===== config.mk =====
export PLATFORM = sky130hd
export DESIGN_NAME = serial_adder
export DESIGN_NICKNAME = d
export VERILOG_FILES = /design/src/rtl/serial_adder.sv
export SDC_FILE = /design/constraint.sdc
export NUM_CORES = 1
export LEC_CHECK = 0
export CAP_MARGIN = 15
export CORE_MARGIN = 5
export CORE_UTILIZATION = 50
export CTS_BUF_LIST = sky130_fd_sc_hd__clkbuf_4 sky130_fd_sc_hd__clkbuf_8
export DETAILED_ROUTE_END_ITERATION = 10
export PLACE_DENSITY_LB_ADDON = 0.15
export SYNTH_ARGS = -nofsm -noshare
export SYNTH_HDL_FRONTEND = slang
export SYNTH_SLANG_ARGS = --single-unit

===== constraint.sdc =====
create_clock -name clk -period 1.6 [get_ports clk]
set_clock_uncertainty 0.15 [all_clocks]
set_input_delay 0.32 -clock clk [delete_from_list [all_inputs] [get_ports clk]]
set_output_delay 0.32 -clock clk [all_outputs]
set_load 0.01 [all_outputs]

===== src/rtl/serial_adder.sv =====
// Bit-serial ripple adder: one full-adder slice per clock, LSB first.
// A result takes WIDTH SHIFT cycles followed by a single DONE cycle.
module serial_adder #(
    parameter int WIDTH = 8
) (
    input  logic             clk,
    input  logic             rst,
    input  logic             start,
    input  logic [WIDTH-1:0] a_in,
    input  logic [WIDTH-1:0] b_in,
    input  logic             cin_in,
    output logic             busy,
    output logic             done,
    output logic [WIDTH-1:0] sum,
    output logic             cout
);

    localparam int CW = $clog2(WIDTH + 1);

    typedef enum logic [1:0] {
        IDLE  = 2'd0,
        SHIFT = 2'd1,
        DONE  = 2'd2
    } state_t;

    state_t          state;
    state_t          state_next;
    logic [WIDTH-1:0] a_sr;
    logic [WIDTH-1:0] b_sr;
    logic [WIDTH-1:0] sum_sr;
    logic             carry;
    logic [CW-1:0]    bit_cnt;
    logic             s_bit;
    logic             c_next;
    logic             last_bit;

    assign s_bit    = a_sr[0] ^ b_sr[0] ^ carry;
    assign c_next   = (a_sr[0] & b_sr[0]) | (a_sr[0] & carry) | (b_sr[0] & carry);
    assign last_bit = (bit_cnt == CW'(WIDTH - 1));

    always_ff @(posedge clk) begin
        if (rst) begin
            state <= IDLE;
        end else begin
            state <= state_next;
        end
    end

    always_comb begin
        state_next = state;
        case (state)
            IDLE:    if (start) state_next = SHIFT;
            SHIFT:   if (last_bit) state_next = DONE;
            DONE:    state_next = IDLE;
            default: state_next = IDLE;
        endcase
    end

    always_comb begin
        busy = (state == SHIFT);
        done = (state == DONE);
    end

    // The visible result is published on the same edge that processes the
    // final bit, so it is already valid during the DONE cycle.
    always_ff @(posedge clk) begin
        if (rst) begin
            a_sr    <= '0;
            b_sr    <= '0;
            sum_sr  <= '0;
            carry   <= 1'b0;
            bit_cnt <= '0;
            sum     <= '0;
            cout    <= 1'b0;
        end else begin
            case (state)
                IDLE: begin
                    if (start) begin
                        a_sr    <= a_in;
                        b_sr    <= b_in;
                        carry   <= cin_in;
                        bit_cnt <= '0;
                    end
                end
                SHIFT: begin
                    sum_sr  <= {s_bit, sum_sr[WIDTH-1:1]};
                    a_sr    <= a_sr >> 1;
                    b_sr    <= b_sr >> 1;
                    carry   <= c_next;
                    bit_cnt <= bit_cnt + 1'b1;
                    if (last_bit) begin
                        sum  <= {s_bit, sum_sr[WIDTH-1:1]};
                        cout <= c_next;
                    end
                end
                default: begin
                end
            endcase
        end
    end

endmodule


# Yosys cells after proc, flatten, opt, wreduce, memory -nomap -nowiden
# Index checks and enable logic that the tools add are counted.
[classes] magnitude_cmp=0 n_shift=0 add_sub_neg=1 n_reduce_logical=5 n_eq_ne=5 div=0 bitwise=7 mul=0 mux=11
[op_table] op="8-bit one-hot mux with 2 select lines" n=2
[op_table] op="8-bit two-way mux" n=2
[op_table] op="4-bit one-hot mux with 2 select lines" n=1
[op_table] op="2-bit AND reduction" n=3
[op_table] op="4-bit by 1-bit adder with 4-bit output (second input constant)" n=1
[op_table] op="4-bit by 3-bit equality test with 1-bit output (second input constant)" n=1
[op_table] op="2-bit two-way mux" n=2
[op_table] op="4-bit two-way mux" n=1
[op_table] op="2-bit one-hot mux with 2 select lines" n=1
[op_table] op="1-bit bitwise AND" n=3
[op_table] op="2-bit by 1-bit equality test with 1-bit output (second input constant)" n=1
[op_table] op="2-bit equality test (second input constant)" n=1
[op_table] op="2-bit zero test" n=1
[op_table] op="2-bit by 1-bit != test with 1-bit output (second input constant)" n=1
[op_table] op="2-bit != test (second input constant)" n=1
[op_table] op="1-bit OR" n=2
[op_table] op="1-bit one-hot mux with 2 select lines" n=1
[op_table] op="2-bit nonzero test" n=1
[op_table] op="1-bit XOR" n=2
[op_table] op="1-bit two-way mux" n=1
[word_totals] regBits=40 elab_cells=37 output_inout_bits=11 n_memories=0 in_bits=20 latch_bits=0 mem_bits_rw=0 rom_bits=0

# Depth between registers and ports, before layout
[logic_depth] depth_word=4 mapped_depth=5 depth_no_buf=4

# Worst setup path before layout
# No wires, ideal clock.
[synth_timing] path_kind="register -> output" from="register state[1]" to="output done" path_stages_with_launch=3 required_time_ps=1130 arrival_ps=870 setup_slack_ps=260 n_path_buf=1 cell_sequence="dfxtp_1 -> clkbuf_1 -> nor2b_1"
[synth_via] elab_chain_len=1
[synth_rtl] item="from (decl)" line="26" rtl="state_t state;"
[synth_rtl] item="from (signal assigned)" line="45" rtl="state <= state_next;"
[synth_rtl] item="2-bit equality test" line="61" rtl="done = (state == DONE);"
[synth_rtl] item="to (decl)" line="13" rtl="output logic done,"
# Every way passes these cells.

# Worst setup path after layout
[layout_timing] from="register state[1]" to="register sum[0]"
[layout_via] elab_chain_len=2
[layout_rtl] item="2-bit by 1-bit equality test with 1-bit output" line="76" rtl="case (state)"
[layout_rtl] item="2-bit AND reduction (no line)"
[layout_rtl] item="to (signal assigned)" line="92" rtl="sum <= {s_bit, sum_sr[WIDTH-1:1]};"
[layout_rtl] item="to (decl)" line="14" rtl="output logic [WIDTH-1:0] sum,"
# Every way passes these cells.
# A chain may end at the register's enable or synchronous reset.

==> results by group <==
Layout
  – Fill cells: 306
  – Area grow syn2layout: 28.5%
  – Final #Nets: 274
  – Finished Cell Area: 0.00237 sq mm
  – Ratio of cells with drive above 1 in the final layout: 16.6%
  – N_diodes: 0
  – Final Core Density: 65.8%

Global route
  – Initial antenna violation count: 0
  – Total grt overflow: 0
  – Total GRT Usage: 15.9%
  – First-pass GRT wire length: 6490 um
  – Number of global-route vias before repair: 1,481
  – Met1 Usage GRT: 19.9%
  – Top Usage Layer GRT: met2
  – Met2 usage: 26.6%
  – Largest net degree at the start of global routing: 30
  – Met3 Track Usage GR: 4.40%

Outcome
  – Status: finished, final reports clean

Worst setup path
  – R2r startpoint: state[1]$_SDFFE_PP0P_
  – WP data required: 1670 ps
  – CP max FO: 9
  – Worst r2r path cells: 6
  – CP arrival: 1570 ps
  – Worst setup path class: register to register
  – R2R Setup Slk: 100 ps
  – RR Endpoint: sum[0]$_SDFFE_PP0P_
  – Crit start category: register
  – Critical Path End Type: register

Synth
  – Ys Warns: 0
  – Netlist cell types: 29
  – Async SR Flop Fraction: 0%
  – Mapped cell area: 0.00185 sq mm
  – Syn_area_per_cell: 8.43 sq um
  – Syn nets: 241
  – Cell count after synthesis: 219
  – Number of flops mapped to enable cells by yosys: 0
  – Seq/Total Area, Yosys: 42.3%
  – Main synth FF type: dfxtp_1
  – Post-synthesis register bit count: 39

Timing
  – RSZ-0062 raised after global routing: no
  – Tmin final: 1500 ps
  – Max-slew headroom: 83.2%
  – F_max: 667 MHz
  – Worst Slack Setup Final: 101 ps
  – Fin. Hold Viols: 0
  – Hold WS: 315 ps
  – Max Slew Vio Count: 0
  – Final setup fails: 0
  – Worst-Margin Slew: 253 ps
  – Final period utilization: 93.7%

Route
  – Residual DRC: 0
  – Post-route ant nets: 0
  – WL/cell: 12.7 um
  – Pre-antenna DRT Iters: 4
  – Via density: 5.25
  – Vias: 1,579
  – Initial DRC count: 127
  – Routed wire length: 3820 um

Floorplanning
  – Die height: 70.8 um
  – Die Area: 0.00501 sq mm
  – Initial Util: 51.2%
  – Core area: 0.00361 sq mm
  – Die W: 70.8 um
  – IO Count: 31
  – FP Rows: 22

Clock network
  – Post-CTS setup buffer count: 0
  – Clock Tree Buf Depth: 2
  – CTS Buf Count: 5
  – Hold_buf cts: 0
  – CTS tree: done
  – H-tree depth: 2
  – Clock slew at reported path FFs: 80 ps
  – Clock Latency Late Sink: 290 ps
  – CTS Root Cell: clkbuf_8
  – CTS sink cnt: 39

Worst hold path
  – Hold worst-path end: sum_sr[1]$_SDFFE_PP0P_
  – Hold Path Cell Cnt: 2
  – Tightest Hold Check Type: register to register
  – Hold_sp: sum_sr[1]$_SDFFE_PP0P_

Pwr
  – Tot Pwr: 0.00230 W
  – Net Sw Frac: 21.3%
  – Combinational fraction of design power: 11.9%
  – Power share of the clock group: 42.2%
  – Sw power: 0.000490 W
  – Pwr Density: 969 mW/mm^2
  – Int Pwr: 0.00181 W
  – Static leakage: 0.957 nW
  – Reg power frac: 45.8%
  – VDD IR max: 0.000507 V

Run
  – Total of max-cap violations: 0

Place
  – DPL Wire Length: 2570 um
  – Gpl congestion: 0.728
  – Setup WS pre-CTS: -162 ps
  – Dpl cell area: 0.00225 sq mm
  – Port Buffer Count: 30
## state kept, by name, indices dropped and copies added (netlist names)
name	count
a_sr	8
b_sr	8
bit_cnt	4
carry	1
cout	1
state	2
sum	8
sum_sr	7
## stage by stage
step | std cells | TNS, ps
4_1_cts | 301 | 0
6_report | 301 | 0
3_3_place_gp | 293 | -1200
2_1_floorplan | 219 | 0
3_5_place_dp | 293 | -1440
5_1_grt | 301 | 0
## placed cells by master, fill, tap and decap left out, drive strengths merged
cell and n:
a22oi 1, nor2 22, ha 1, nor3b 1, a21oi 35, clkbuf 8
dlygate4sd2 9, mux2i 10, inv 16, nor2b 6, o21ai 1, fa 1
o21bai 1, dfxtp 39, nor3 1, buf 13, nand3 2, bufinv 2
o221a 15, or3 1, clkdlybuf4s50 19, a31oi 1, nand2 18, o22ai 2
nand2b 20, o22a 5, or2 1, and4b 2
## worst max path at each step
stage                           from  depth (start not counted)                    to
2_1_floorplan  state[1]$_SDFFE_PP0P_                          2                  done
3_3_place_gp                   start                          4  b_sr[3]$_SDFFE_PP0P_
3_5_place_dp                   start                          4    carry$_SDFFE_PP0P_
4_1_cts        state[1]$_SDFFE_PP0P_                          3                  busy
5_1_grt        state[1]$_SDFFE_PP0P_                          6   sum[6]$_SDFFE_PP0P_
6_report       state[1]$_SDFFE_PP0P_                          6   sum[0]$_SDFFE_PP0P_
## synthesized netlist by cell type (all sizes together), types with 2 or more instances
cell | count | area (sq um)
dfxtp | 39 | 781
a21oi | 35 | 175
nor2 | 22 | 82.6
nand2b | 20 | 128
nand2 | 18 | 67.6
inv | 16 | 60.1
o221a | 15 | 169
mux2i | 10 | 100
clkbuf | 9 | 33.8
buf | 8 | 41.3
nor2b | 6 | 37.5
o22a | 5 | 43.8
and4b | 2 | 20.0
nand3 | 2 | 10.0
o22ai | 2 | 12.5
## logic make-up after synthesis
family	after synthesis	share of synthesized area, %
AOI/OAI and AO/OA	61	23.1
adders and majority gates	2	1.76
buffers and inverters	33	7.32
DFF	39	42.3
muxes	10	5.42
and+or+nand+nor	74	20.1
## layer usage
layer / vias up / part of all wire (%) / routed length (um)
met4: 0 / 0.99 / 38
met3: 5 / 5.1 / 194
li1: 815 / - / -
met2: 33 / 48 / 1840
met1: 726 / 46 / 1750
met5: - / 0 / 0
## area by class of cell
| class | instances | area, sq um | area share [%] |
|---|---|---|---|
| multi-input cells | 147 | 932 | 39.3 |
| flip-flops and latches | 39 | 781 | 32.9 |
| repair buffers | 43 | 402 | 16.9 |
| clock buffers | 6 | 76.3 | 3.22 |
| clock inverters | 2 | 60.1 | 2.53 |
| inverters | 16 | 60.1 | 2.53 |
| well taps | 48 | 60.1 | 2.53 |
## critical path: stages (launching register included)
cell and delay (ps):
dfxtp_1 330, nand2b_2 190, inv_2 70, buf_4 100, and4b_1 250, buf_12 150, mux2i_1 190
## power groups by stage
stage | Clock (W) | Sequential [W] | Combinational (W)
finish | 0.000971 | 0.00105 | 0.000274
global route | 0.00103 | 0.00106 | 0.000306
CTS | 0.000993 | 0.00105 | 0.000277
detailed placement | 0 | 0.00107 | 0.000275
global placement | 0 | 0.00107 | 0.000273
floorplan | 0 | 0.00107 | 0.000176
## what timing repair did
item / CTS / global route
gates cloned: 0 / 0
gates resized for setup: 13 / 3
pin swaps: 0 / 0
endpoints found under the setup margin: 11 / 2
endpoints found under the hold margin: 0 / 0
Note: power is estimated with default switching activity, not from simulation.
